`src/rtl/lsu_pkg.sv`:
```
// ---------------------------------------------------------------------------
// lsu_pkg
// Shared definitions for the ArcheV memory-stage load/store unit:
//   - DATA_W / LANE_W : datapath width (two 8-bit byte lanes)
//   - lsu_op_e        : request opcode encoding from execute
//   - lsu_state_e     : LSU control FSM state encoding
//   - is_misaligned() : word ops are illegal on odd byte addresses
// ---------------------------------------------------------------------------
package lsu_pkg;

    localparam int DATA_W = 16;
    localparam int LANE_W = 8;

    typedef enum logic [1:0] {
        OP_LW = 2'b00,
        OP_SW = 2'b01,
        OP_LB = 2'b10,
        OP_SB = 2'b11
    } lsu_op_e;

    typedef enum logic [2:0] {
        ST_IDLE   = 3'd0,
        ST_RD     = 3'd1,
        ST_WR     = 3'd2,
        ST_RMW_RD = 3'd3,
        ST_RMW_WR = 3'd4,
        ST_RESP   = 3'd5
    } lsu_state_e;

    // Byte ops can address either lane; only full-word ops need an even address.
    function automatic logic is_misaligned(input logic [1:0] op, input logic addr_lsb);
        return addr_lsb && ((op == OP_LW) || (op == OP_SW));
    endfunction

endpackage

```
`src/rtl/mem_stage_lsu_byte_lane_unit.sv`:
```
// ---------------------------------------------------------------------------
// byte_lane_unit (combinational)
// Little-endian byte-lane helper: lane 0 = bits[7:0], lane 1 = bits[15:8].
// Ports:
//   i_word   : word read from data memory
//   i_lane   : selected byte lane (byte address bit 0)
//   i_signed : 1 = sign-extend the loaded byte, 0 = zero-extend
//   i_wbyte  : store byte for SB
//   o_load   : selected byte, extended to a full word
//   o_merged : i_word with the selected lane replaced by i_wbyte
// ---------------------------------------------------------------------------
module byte_lane_unit (
    input  logic [15:0] i_word,
    input  logic        i_lane,
    input  logic        i_signed,
    input  logic [7:0]  i_wbyte,
    output logic [15:0] o_load,
    output logic [15:0] o_merged
);
    import lsu_pkg::*;

    logic [LANE_W-1:0] w_byte;

    // Lane extraction with sign/zero extension, and lane merge for byte stores.
    always_comb begin
        w_byte   = 8'h00;
        o_load   = 16'h0000;
        o_merged = i_word;
        if (i_lane) begin
            w_byte   = i_word[15:8];
            o_merged = {i_wbyte, i_word[7:0]};
        end else begin
            w_byte   = i_word[7:0];
            o_merged = {i_word[15:8], i_wbyte};
        end
        o_load = {{8{i_signed & w_byte[7]}}, w_byte};
    end

endmodule

```
`src/rtl/mem_stage_lsu.sv`:
```
// ---------------------------------------------------------------------------
// mem_stage_lsu
// Load/store unit for the ArcheV memory stage. Takes one request at a time
// from execute, drives a single-port combinational-read data memory, and
// returns one response to writeback. Byte stores are read-modify-write.
// Ports:
//   clk, rst           : clock (rising edge), asynchronous active-high reset
//   req_*              : execute request channel (valid/ready), latched on accept
//   resp_*             : writeback response channel (valid/ready), held until taken
//   mem_access_addr    : word address (byte address >> 1), registered
//   mem_write_data     : registered write data
//   mem_write_en       : write strobe, memory commits at the end of the cycle
//   mem_read           : read enable, mem_read_data valid in the same cycle
//   mem_read_data      : combinational read data from memory
// Only DATA_W = 16 (two byte lanes) is supported.
// ---------------------------------------------------------------------------
module mem_stage_lsu #(
    parameter int ADDR_W = 16,
    parameter int DATA_W = 16
) (
    input  logic              clk,
    input  logic              rst,
    input  logic              req_valid,
    output logic              req_ready,
    input  logic [1:0]        req_op,
    input  logic              req_signed,
    input  logic [ADDR_W-1:0] req_addr,
    input  logic [DATA_W-1:0] req_wdata,
    output logic              resp_valid,
    input  logic              resp_ready,
    output logic [DATA_W-1:0] resp_rdata,
    output logic              resp_err,
    output logic [ADDR_W-1:0] mem_access_addr,
    output logic [DATA_W-1:0] mem_write_data,
    output logic              mem_write_en,
    output logic              mem_read,
    input  logic [DATA_W-1:0] mem_read_data
);
    import lsu_pkg::*;

    lsu_state_e        r_state;
    lsu_state_e        w_state_nxt;

    logic [1:0]        r_op;
    logic              r_signed;
    logic              r_lane;
    logic [7:0]        r_wbyte;

    logic              r_mem_read;
    logic              r_mem_write_en;
    logic [ADDR_W-1:0] r_mem_access_addr;
    logic [DATA_W-1:0] r_mem_write_data;
    logic              r_resp_valid;
    logic [DATA_W-1:0] r_resp_rdata;
    logic              r_resp_err;

    logic              w_accept;
    logic              w_misaligned;
    logic              w_mem_read_nxt;
    logic              w_mem_write_en_nxt;
    logic              w_resp_valid_nxt;
    logic [DATA_W-1:0] w_load_ext;
    logic [DATA_W-1:0] w_merged;

    assign req_ready       = (r_state == ST_IDLE);
    assign w_accept        = req_valid && req_ready;
    assign w_misaligned    = is_misaligned(req_op, req_addr[0]);

    assign mem_read        = r_mem_read;
    assign mem_write_en    = r_mem_write_en;
    assign mem_access_addr = r_mem_access_addr;
    assign mem_write_data  = r_mem_write_data;
    assign resp_valid      = r_resp_valid;
    assign resp_rdata      = r_resp_rdata;
    assign resp_err        = r_resp_err;

    byte_lane_unit u_lane (
        .i_word   (mem_read_data),
        .i_lane   (r_lane),
        .i_signed (r_signed),
        .i_wbyte  (r_wbyte),
        .o_load   (w_load_ext),
        .o_merged (w_merged)
    );

    // FSM state register.
    always_ff @(posedge clk or posedge rst) begin
        if (rst) begin
            r_state <= ST_IDLE;
        end else begin
            r_state <= w_state_nxt;
        end
    end

    // FSM next-state logic.
    always_comb begin
        w_state_nxt = r_state;
        case (r_state)
            ST_IDLE: begin
                if (w_accept) begin
                    if (w_misaligned) begin
                        w_state_nxt = ST_RESP;
                    end else begin
                        case (req_op)
                            OP_LW:   w_state_nxt = ST_RD;
                            OP_LB:   w_state_nxt = ST_RD;
                            OP_SW:   w_state_nxt = ST_WR;
                            OP_SB:   w_state_nxt = ST_RMW_RD;
                            default: w_state_nxt = ST_IDLE;
                        endcase
                    end
                end else begin
                    w_state_nxt = ST_IDLE;
                end
            end
            ST_RD:     w_state_nxt = ST_RESP;
            ST_WR:     w_state_nxt = ST_RESP;
            ST_RMW_RD: w_state_nxt = ST_RMW_WR;
            ST_RMW_WR: w_state_nxt = ST_RESP;
            ST_RESP: begin
                if (resp_ready) begin
                    w_state_nxt = ST_IDLE;
                end else begin
                    w_state_nxt = ST_RESP;
                end
            end
            default:   w_state_nxt = ST_IDLE;
        endcase
    end

    // FSM output decode: strobes are a pure function of the state being entered,
    // registered alongside it so they are glitch-free and mutually exclusive.
    always_comb begin
        w_mem_read_nxt     = 1'b0;
        w_mem_write_en_nxt = 1'b0;
        w_resp_valid_nxt   = 1'b0;
        case (w_state_nxt)
            ST_RD:     w_mem_read_nxt     = 1'b1;
            ST_RMW_RD: w_mem_read_nxt     = 1'b1;
            ST_WR:     w_mem_write_en_nxt = 1'b1;
            ST_RMW_WR: w_mem_write_en_nxt = 1'b1;
            ST_RESP:   w_resp_valid_nxt   = 1'b1;
            default: begin
                w_mem_read_nxt     = 1'b0;
                w_mem_write_en_nxt = 1'b0;
                w_resp_valid_nxt   = 1'b0;
            end
        endcase
    end

    // Registered strobes; async reset drops a pending write strobe at once.
    always_ff @(posedge clk or posedge rst) begin
        if (rst) begin
            r_mem_read     <= 1'b0;
            r_mem_write_en <= 1'b0;
            r_resp_valid   <= 1'b0;
        end else begin
            r_mem_read     <= w_mem_read_nxt;
            r_mem_write_en <= w_mem_write_en_nxt;
            r_resp_valid   <= w_resp_valid_nxt;
        end
    end

    // Request latch, memory-side address/data and response data registers.
    always_ff @(posedge clk or posedge rst) begin
        if (rst) begin
            r_op              <= 2'b00;
            r_signed          <= 1'b0;
            r_lane            <= 1'b0;
            r_wbyte           <= 8'h00;
            r_mem_access_addr <= {ADDR_W{1'b0}};
            r_mem_write_data  <= {DATA_W{1'b0}};
            r_resp_rdata      <= {DATA_W{1'b0}};
            r_resp_err        <= 1'b0;
        end else if (w_accept) begin
            r_op              <= req_op;
            r_signed          <= req_signed;
            r_lane            <= req_addr[0];
            r_wbyte           <= req_wdata[7:0];
            r_mem_access_addr <= {1'b0, req_addr[ADDR_W-1:1]};
            // SB overwrites this with the merged word at the end of RMW_RD.
            r_mem_write_data  <= (req_op == OP_SW) ? req_wdata : {DATA_W{1'b0}};
            r_resp_rdata      <= {DATA_W{1'b0}};
            r_resp_err        <= w_misaligned;
        end else if (r_state == ST_RD) begin
            r_resp_rdata      <= (r_op == OP_LW) ? mem_read_data : w_load_ext;
        end else if (r_state == ST_RMW_RD) begin
            r_mem_write_data  <= w_merged;
        end else begin
            r_resp_rdata      <= r_resp_rdata;
        end
    end

endmodule

```
`config.mk`:
```
export PLATFORM = sky130hd
export DESIGN_NAME = mem_stage_lsu
export DESIGN_NICKNAME = d
export VERILOG_FILES = /design/src/rtl/lsu_pkg.sv /design/src/rtl/mem_stage_lsu_byte_lane_unit.sv /design/src/rtl/mem_stage_lsu.sv
export SDC_FILE = /design/constraint.sdc
export NUM_CORES = 1
export LEC_CHECK = 0
export ABC_AREA = 1
export CORE_UTILIZATION = 49
export DETAILED_ROUTE_END_ITERATION = 8
export GPL_TIMING_DRIVEN = 0
export PLACE_DENSITY_LB_ADDON = 0.25
export RECOVER_POWER = 25
export SLEW_MARGIN = 20
export SYNTH_ARGS = -nofsm -noshare
export SYNTH_HDL_FRONTEND = slang
export SYNTH_SLANG_ARGS = --single-unit
```
`constraint.sdc`:
```
create_clock -name clk -period 4.78 [get_ports clk]
set_clock_uncertainty 0.05 [all_clocks]
set_input_delay 0.956 -clock clk [delete_from_list [all_inputs] [get_ports clk]]
set_output_delay 0.956 -clock clk [all_outputs]
set_load 0.02 [all_outputs]
```
==> flow_summary.json, run 1 <==
{
  "holdBufCountCts": 0,
  "avgRoutedWirePerCell_um": 14.02,
  "fmax_ghz": 0.3727,
  "viasPerCell": 5.056,
  "required_ns": 3.77,
  "grt_pass1_wl_um": 13740,
  "drcViolationCount": 0,
  "cts.sinks": 66,
  "ys_types": 19,
  "h-tree-depth": 3,
  "finalHoldViolCount": 0,
  "grt_antenna_before_repair": 0,
  "ioPinCount": 108,
  "holdCritPathClass": "register to register",
  "leakage_nw": 2.282,
  "vdd_ir_drop_max_mv": 0.3465,
  "synth_flop_cell": "dfrtp_1",
  "yosys.area_share.simple_pct": 29.78,
  "tns_ns": 0,
  "slew_violations": 0,
  "synth.most_common_cell": "nand2_1",
  "row_count": 29,
  "dpl_cell_area_mm2": 0.004377,
  "synth.avg_cell_area_um2": 7.540,
  "clkTransAtPathRegs_ns": 0.07,
  "clkLatencyLatePin_ns": 0.35,
  "ys_ff_latch": 66,
  "postLayoutCellArea_mm2": 0.004571,
  "die_y_um": 82.68,
  "synth_compound_area_share_pct": 10.12,
  "cp_slowest_stage_delay_ns": 0.60,
  "syn_to_final_growth_pct": 43.31,
  "floorplan.initialDensity_pct": 50.52,
  "cts_max_path_buffers": 2,
  "crit_family": "buffers and inverters",
  "netlist.area_leader.share_pct": 51.79,
  "worstMarginPinSlew_ns": 0.7575,
  "async_flop_share_pct": 100.0,
  "p_per_area_mw_per_mm2": 653.9,
  "gp_congestion": 0.8995,
  "postCtsSetupRepairBufs": 0,
  "synthCells": 423,
  "final-setup-viol-count": 0,
  "synth_area_leader_cell": "dfrtp_1",
  "clock-root-buffer": "clkbuf_8",
  "synthXorXnorAreaFrac_pct": 0,
  "fp.dieW_um": 82.68,
  "startpoint_type": "register",
  "path_max_fanout": 6,
  "path_cells": "inv_1 -> nand2_1 -> nor2_1 -> clkdlybuf4s50_1",
  "dieArea_mm2": 0.006835,
  "placed_cells": 607,
  "worstSetupPathType": "register to output pin",
  "layout-drive-gt1-share_pct": 8.242,
  "finalCritPeriodShare_pct": 56.13,
  "firstDrtPassIters": 5,
  "synth_common_cells": "nand2_1 (197), dfrtp_1 (66), o21ai_0 (39)",
  "portBuffers": 106,
  "synthesis.area_mm2": 0.003189,
  "path_buf_inv": 2,
  "rsz0062_at_grt": "false",
  "cts_tree": "yes",
  "ys_warn_count": 0,
  "routed_wl_um": 8736,
  "antenna_cells": 0,
  "cts_made_buffers": 9,
  "drtIter0Drc": 233,
  "synth_nets": 478,
  "synth-edff-count": 0,
  "final_antenna_net_count": 0,
  "synth_area_leaders": "dfrtp_1 (52%), nand2_1 (23%), o21ai_0 (6.1%)",
  "grt_max_degree": 53,
  "post-route-min-period_ns": 2.683,
  "num_vias": 3150,
  "cap_violations": 0,
  "cp.arrival_ns": 1.68,
  "relSlewSlack_pct": 49.22,
  "core_area_mm2": 0.006314,
  "grt_pass1_vias": 2970,
  "slowest_stage": "clkdlybuf4s50_1",
  "endpoint_kind": "output pin",
  "status": "completed",
  "synth-adder-area-share_pct": 0,
  "cts_resized": 0,
  "ys_seq_area_share_pct": 51.79,
  "synth_mux_area_share_pct": 0,
  "nets": 596,
  "overflow": 0,
  "grt_usage_pct": 27.47,
  "synth_top_family_by_area": "simple AND/OR/NAND/NOR gates",
  "finalNonFillerCells": 623,
  "place.detailed.hpwl_um": 6357
}
-- power by group --
group / total (W) / internal, W / switching [W]
combinational: 0.00155 / 0.000660 / 0.000894
clock: 0.000468 / 0.000242 / 0.000226
sequential: 0.000966 / 0.000815 / 0.000151
total: 0.00299 / 0.00172 / 0.00127
-- stage by stage --
step                hold WS [ns]  setup slack (ns)  utilization [%]  total power [W]
floorplan                 0.3925             2.119                -         0.001863
global placement          0.4123             1.023            68.85         0.002461
detailed placement        0.4144             2.225            69.32         0.002511
CTS                       0.4356             2.073            72.41         0.002994
global route              0.4561             2.020            72.39         0.003212
finish                    0.4314             2.097            72.39         0.002989
-- path summary, 6_finish.rpt --
kind                                  endpoint  slack [ns]  depth (start not counted)                from
max                                  req_ready        2.10                          4          r_state[1]
min                         mem_write_data[13]        0.43                          2  mem_write_data[13]
max reg2reg                      resp_rdata[9]        3.22                          6              r_lane
min reg2reg                 mem_write_data[13]        0.43                          2  mem_write_data[13]
max in group asynchronous        resp_rdata[1]        2.92                          3                 rst
min in group asynchronous  mem_access_addr[12]        1.11                          2                 rst
-- registers in the layout, summed over array words and instances (netlist names) --
name / count
r_state: 3
r_wbyte: 8
resp_err: 1
mem_access_addr: 15
mem_write_data: 16
resp_rdata: 16
mem_read: 1
r_op: 2
r_signed: 1
r_lane: 1
resp_valid: 1
mem_write_en: 1
-- cell usage in the layout, fill, tap and decap left out, drive strengths merged --
master	count
inv	30
nor2	25
nand3	14
o211ai	3
dlygate4sd3	1
dfrtp	66
clkdlybuf4s50	105
clkbuf	11
a21oi	16
clkinvlp	3
o21ai	44
buf	21
nand2	198
conb	1
clkinv	3
bufinv	1
nor3	4
-- routing by layer --
metal | part of all wire (%) | up-vias | global-route usage [%]
li1 | - | 1557 | -
met1 | 43 | 1437 | 35.08
met2 | 46 | 141 | 43.11
met3 | 9.0 | 15 | 9.011
met4 | 1.8 | 0 | 10.69
met5 | 0 | - | 0
-- cells by family after synthesis --
family / after synthesis
buffers and inverters: 52
AOI/OAI and AO/OA: 63
DFF: 66
and+or+nand+nor: 241
other: 1
-- cell type report --
class	instances	area [um2]
plain buffers	21	145.1
clock buffers	10	127.6
clock inverters	6	67.56
fillers	506	1743
inverters	31	117.6
multi-input cells	305	1276
flip-flops and latches	66	1652
well taps	77	96.34
repair buffers	107	1089
-- worst min-delay path, stage by stage (launching register included) --
cell	delay (ns)
dfrtp_1	0.35
nand2_1	0.05
nand2_1	0.05
(Power assumes the default switching activity.)
==> run 2: changes to the inputs <==
--- a/config.mk
+++ b/config.mk
@@ -6,7 +6,7 @@
 export NUM_CORES = 1
 export LEC_CHECK = 0
 export ABC_AREA = 1
-export CORE_UTILIZATION = 49
+export CORE_UTILIZATION = 41
 export DETAILED_ROUTE_END_ITERATION = 8
 export GPL_TIMING_DRIVEN = 0
 export PLACE_DENSITY_LB_ADDON = 0.25
==> constraint.sdc (replaced) <==
create_clock -name clk -period 2.2 [get_ports clk]
set_clock_uncertainty 0.05 [all_clocks]
set_input_delay 0.44 -clock clk [delete_from_list [all_inputs] [get_ports clk]]
set_output_delay 0.44 -clock clk [all_outputs]
set_load 0.02 [all_outputs]
==> run 2 against run 1 <==
Compared with the run above: clock-buffer cell count stayed put; sequential cell count stayed put; register-to-register slack worse by 2.6 ns; clock power is 150% higher; worst hold slack worse by 0.00053 ns; sequential power is 120% higher; global-route usage is 6.3 points lower; wire length is 3.4% lower; via count hardly changed; critical endpoint is now mem_write_data[3]; largest cell class unchanged.
==> flow_summary.json, run 2 (same netlist as run 1, synthesis figures left out) <==
{
  "holdCritPathClass": "register to register",
  "cts_tree": "yes",
  "drcViolationCount": 0,
  "nets": 596,
  "slew_violations": 0,
  "fmax_ghz": 0.5499,
  "num_vias": 3152,
  "viasPerCell": 4.887,
  "status": "completed",
  "worstMarginPinSlew_ns": 0.8285,
  "p_clk_share_pct": 17.4,
  "final_antenna_net_count": 0,
  "cp_slowest_stage_delay_ns": 0.62,
  "fp.dieW_um": 90.20,
  "gp_congestion": 0.8437,
  "p_per_area_mw_per_mm2": 1420,
  "relSlewSlack_pct": 44.46,
  "startpoint_type": "register",
  "routed_wl_um": 8438,
  "p_sw_share_pct": 41.11,
  "grt_pass1_wl_um": 13790,
  "slowest_stage": "clkdlybuf4s50_1",
  "h-tree-depth": 3,
  "final_cell_mix": "nand2_1 (197), clkdlybuf4s50_1 (104), dfrtp_1 (66), o21ai_0 (39), inv_1 (27)",
  "seqPwrFrac_pct": 31.9,
  "rsz0062_at_grt": "false",
  "dieArea_mm2": 0.008135,
  "leakage_nw": 2.317,
  "die_y_um": 90.20,
  "grt_max_degree": 51,
  "path_buf_inv": 1,
  "finalCritPeriodShare_pct": 82.66,
  "path_max_fanout": 2,
  "portBuffers": 106,
  "finalHoldViolCount": 0,
  "holdBufCountCts": 0,
  "timing.reg2reg.setup_slack_ns": 0.66,
  "firstDrtPassIters": 5,
  "cap_violations": 0,
  "whs_ns": 0.4309,
  "post-route-min-period_ns": 1.819,
  "cts_made_buffers": 9,
  "clkTransAtPathRegs_ns": 0.07,
  "cp.arrival_ns": 1.33,
  "avgRoutedWirePerCell_um": 13.08,
  "floorplan.initialDensity_pct": 43.28,
  "required_ns": 1.71,
  "grt_pass1_vias": 2924,
  "layout-drive-gt1-share_pct": 8.425,
  "p_int_w": 0.003874,
  "syn_to_final_growth_pct": 45.27,
  "cts_max_path_buffers": 2,
  "mostFrequentLayoutCell": "nand2_1",
  "vdd_ir_drop_max_mv": 0.7302,
  "cts.sinks": 66,
  "path_cells": "clkdlybuf4s50_1",
  "antenna_cells": 0,
  "pwr-share-comb_pct": 50.7,
  "grt_antenna_before_repair": 0,
  "endpoint_kind": "output pin",
  "place.detailed.hpwl_um": 6258,
  "overflow": 0,
  "drtIter0Drc": 300,
  "clkLatencyLatePin_ns": 0.34,
  "grt_usage_pct": 21.22,
  "row_count": 31,
  "final-setup-viol-count": 0,
  "worstSetupPathType": "register to output pin",
  "tns_ns": 0,
  "netSwitchingPower_w": 0.002704,
  "ioPinCount": 108,
  "crit_family": "buffers and inverters",
  "core_area_mm2": 0.007370,
  "clock-root-buffer": "clkbuf_8",
  "fin_util_pct": 62.87
}
-- run 2: cell types whose count changed in the layout (fill, tap and decap cells not counted) --
| cell | before | now |
|---|---|---|
| clkinvlp_4 | 2 | 1 |
| clkbuf_8 | 9 | 10 |
| clkbuf_1 | 2 | 1 |
| dlymetal6s2s_1 | 0 | 1 |
| clkdlybuf4s50_1 | 105 | 104 |
| bufinv_16 | 1 | 2 |
-- run 2: metal layers --
layer | up-vias | wire length [um] | part of all wire (%) | global-route usage (%)
met2 | 138 | 3640 | 43 | 31.17
met3 | 8 | 753 | 8.9 | 6.514
met4 | 0 | 98 | 1.2 | 6.586
met1 | 1452 | 3946 | 47 | 29.94
li1 | 1554 | - | - | -
met5 | - | 0 | 0 | 0
-- run 2: layout make-up --
class                           instances  area, um2
Fill cell                             651       2736
Sequential cell                        66       1652
Multi-Input combinational cell        305       1276
Timing Repair Buffer                  107       1091
Buffer                                 21      145.1
Clock buffer                           10      137.6
Tap cell                               99      123.9
Inverter                               31      117.6
Clock inverter                          6      90.09
-- run 2: power by group through the flow --
stage	clock network, W	logic, W	registers, W
2_1_floorplan	0	0.00146	0.00259
3_3_place_gp	0	0.00327	0.00210
3_5_place_dp	0	0.00333	0.00211
4_1_cts	0.00117	0.00335	0.00210
5_1_grt	0.00121	0.00367	0.00217
6_report	0.00115	0.00333	0.00210
-- run 2: metrics by stage --
step	instances	area [um2]	setup slack [ns]	power (W)
floorplan	423	3189	0.05519	0.004048
CTS	645	4632	0.03528	0.006616
global route	645	4633	0.2971	0.007053
finish	645	4633	0.3814	0.006578
global placement	628	4374	-1.061	0.005366
detailed placement	629	4404	0.08032	0.005442
-- run 2: path summary, 6_finish.rpt --
kind                                   start                  to  cells after the start
max                        mem_write_data[3]   mem_write_data[3]                      1
min                           resp_rdata[15]      resp_rdata[15]                      2
max reg2reg                           r_lane      resp_rdata[15]                      6
min reg2reg                   resp_rdata[15]      resp_rdata[15]                      2
max in group asynchronous                rst      resp_rdata[15]                      3
min in group asynchronous                rst  mem_access_addr[5]                      2
-- run 2: repair_timing --
action	4_1_cts	5_1_grt
setup buffers	0	0
endpoints found under the hold margin	0	0
resized for setup	0	1
endpoints found under the setup margin	0	1
==> run 3: changes to the inputs <==
--- a/config.mk
+++ b/config.mk
@@ -6,7 +6,7 @@
 export NUM_CORES = 1
 export LEC_CHECK = 0
 export ABC_AREA = 1
-export CORE_UTILIZATION = 41
+export CORE_UTILIZATION = 46
 export DETAILED_ROUTE_END_ITERATION = 8
 export GPL_TIMING_DRIVEN = 0
 export PLACE_DENSITY_LB_ADDON = 0.25
==> constraint.sdc (replaced) <==
create_clock -name clk -period 1.85 [get_ports clk]
set_clock_uncertainty 0.05 [all_clocks]
set_input_delay 0.37 -clock clk [delete_from_list [all_inputs] [get_ports clk]]
set_output_delay 0.37 -clock clk [all_outputs]
set_load 0.02 [all_outputs]
==> run 3 against run 2 <==
Compared with the run above: final area down 1.8%; combinational power rose by 19%; critical path type unchanged; power up 16%; worst hold slack better by 0.0011 ns; critical path depth unchanged; critical endpoint is now mem_write_data[10]; die area fell by 11%; register-to-register slack got worse by 0.31 ns; final cell count decreased by 3.4%; non-clock buffer count unchanged; sequential share of layout area is 0.65 points higher; first-iteration DRC count shrank 39%; worst setup slack got worse by 0.29 ns.
==> flow_summary.json, run 3 (same netlist as run 1, synthesis figures left out) <==
{
  "relSlewSlack_pct": 50.95,
  "cts_max_path_buffers": 2,
  "grt_max_degree": 35,
  "fp.dieW_um": 85.27,
  "die_y_um": 85.27,
  "h-tree-depth": 3,
  "cp.arrival_ns": 1.34,
  "fill_cells": 534,
  "grt_antenna_before_repair": 0,
  "cts.sinks": 66,
  "clock-root-buffer": "clkbuf_8",
  "num_vias": 3110,
  "grt_pass1_vias": 3022,
  "slew_violations": 0,
  "required_ns": 1.43,
  "status": "completed",
  "multi_input_area_mm2": 0.001271,
  "postCtsSetupRepairBufs": 0,
  "overflow": 0,
  "grt_pass1_wl_um": 14170,
  "endpoint_kind": "output pin",
  "finalHoldViolCount": 0,
  "fmax_ghz": 0.5677,
  "min_from": "mem_access_addr[5]",
  "nets": 596,
  "dpl_cell_area_mm2": 0.004370,
  "dieArea_mm2": 0.007270,
  "post-route-min-period_ns": 1.762,
  "clkLatencyLatePin_ns": 0.34,
  "mostFrequentLayoutCell": "nand2_1",
  "ioPinCount": 108,
  "worstMarginPinSlew_ns": 0.7343,
  "slowest_stage": "clkdlybuf4s50_1",
  "avgRoutedWirePerCell_um": 13.74,
  "regArea_mm2": 0.001652,
  "path_max_fanout": 2,
  "startpoint_type": "register",
  "cts_tree": "yes",
  "worstSetupPathType": "register to output pin",
  "vdd_ir_drop_max_mv": 1.016,
  "crit_path_start": "mem_write_data[10]",
  "whs_ns": 0.4320,
  "place.detailed.hpwl_um": 6344,
  "clkTransAtPathRegs_ns": 0.07,
  "path_cells": "clkdlybuf4s50_1",
  "p_per_area_mw_per_mm2": 1672,
  "portBuffers": 106,
  "viasPerCell": 4.992,
  "holdCritPathClass": "register to register",
  "floorplan.initialDensity_pct": 48.83,
  "firstDrtPassIters": 4,
  "crit_family": "buffers and inverters",
  "antenna_cells": 0,
  "rsz0062_at_grt": "false",
  "drcViolationCount": 0,
  "path_buf_inv": 1,
  "syn_to_final_growth_pct": 42.68,
  "drtIter0Drc": 184,
  "routed_wl_um": 8562,
  "cp_slowest_stage_delay_ns": 0.64,
  "layout-drive-gt1-share_pct": 8.425,
  "grt_usage_pct": 25.10,
  "tns_ns": 0,
  "leakage_nw": 2.281,
  "reg2reg_from": "r_state[2]",
  "finalCritPeriodShare_pct": 95.22,
  "final_cell_mix": "nand2_1 (197), clkdlybuf4s50_1 (104), dfrtp_1 (66), o21ai_0 (39), inv_1 (27)",
  "gp_congestion": 0.8715,
  "postLayoutCellArea_mm2": 0.004551,
  "cts_made_buffers": 9,
  "final-setup-viol-count": 0,
  "row_count": 29,
  "cap_violations": 0,
  "final_antenna_net_count": 0,
  "core_area_mm2": 0.006531
}
[run 3: per-stage QoR]
stage	util [%]	power, W	instances	setup slack, ns
after floorplan	-	0.004814	423	0.5507
after global routing	69.67	0.008180	623	0.05122
after global placement	66.61	0.006355	606	-0.1257
after CTS	69.81	0.007649	623	0.03833
final	69.67	0.007610	623	0.08843
after detailed placement	66.92	0.006480	607	-0.1475
[run 3: cell type report]
| cell class | count | area share, % |
|---|---|---|
| clock inverters | 4 | 0.5499 |
| well taps | 77 | 2.117 |
| flip-flops and latches | 66 | 36.29 |
| repair buffers | 107 | 23.65 |
| clock buffers | 12 | 3.629 |
| multi-input cells | 305 | 27.94 |
| inverters | 31 | 2.640 |
| plain buffers | 21 | 3.189 |
[run 3: final timing paths]
check,end,slack (ns),cells past startpoint
hold reg to reg,mem_access_addr[5],0.43,2
max in group asynchronous,r_op[0],0.57,3
hold / removal,mem_access_addr[5],0.43,2
setup / recovery,mem_write_data[10],0.09,1
min in group asynchronous,mem_access_addr[12],0.58,2
setup reg to reg,mem_write_data[0],0.35,6
[run 3: what timing repair did]
action | CTS | global route
resized for setup | 1 | 2
gates cloned | 0 | 0
endpoints found under the setup margin | 1 | 1
endpoints found under the hold margin | 0 | 0
hold buffers | 0 | 0
[run 3: power breakdown]
part	internal, W	switching (W)
sequential	0.00211	0.000393
clock	0.000591	0.000550
combinational	0.00169	0.00228
[run 3: routing by layer]
| layer | track usage (%) | wire, um | vias to the layer above |
|---|---|---|---|
| met5 | 0 | 0 | - |
| met4 | 9.697 | 172 | 0 |
| met3 | 8.171 | 739 | 20 |
| met2 | 39.37 | 3889 | 129 |
| met1 | 32.55 | 3760 | 1408 |
| li1 | - | - | 1553 |
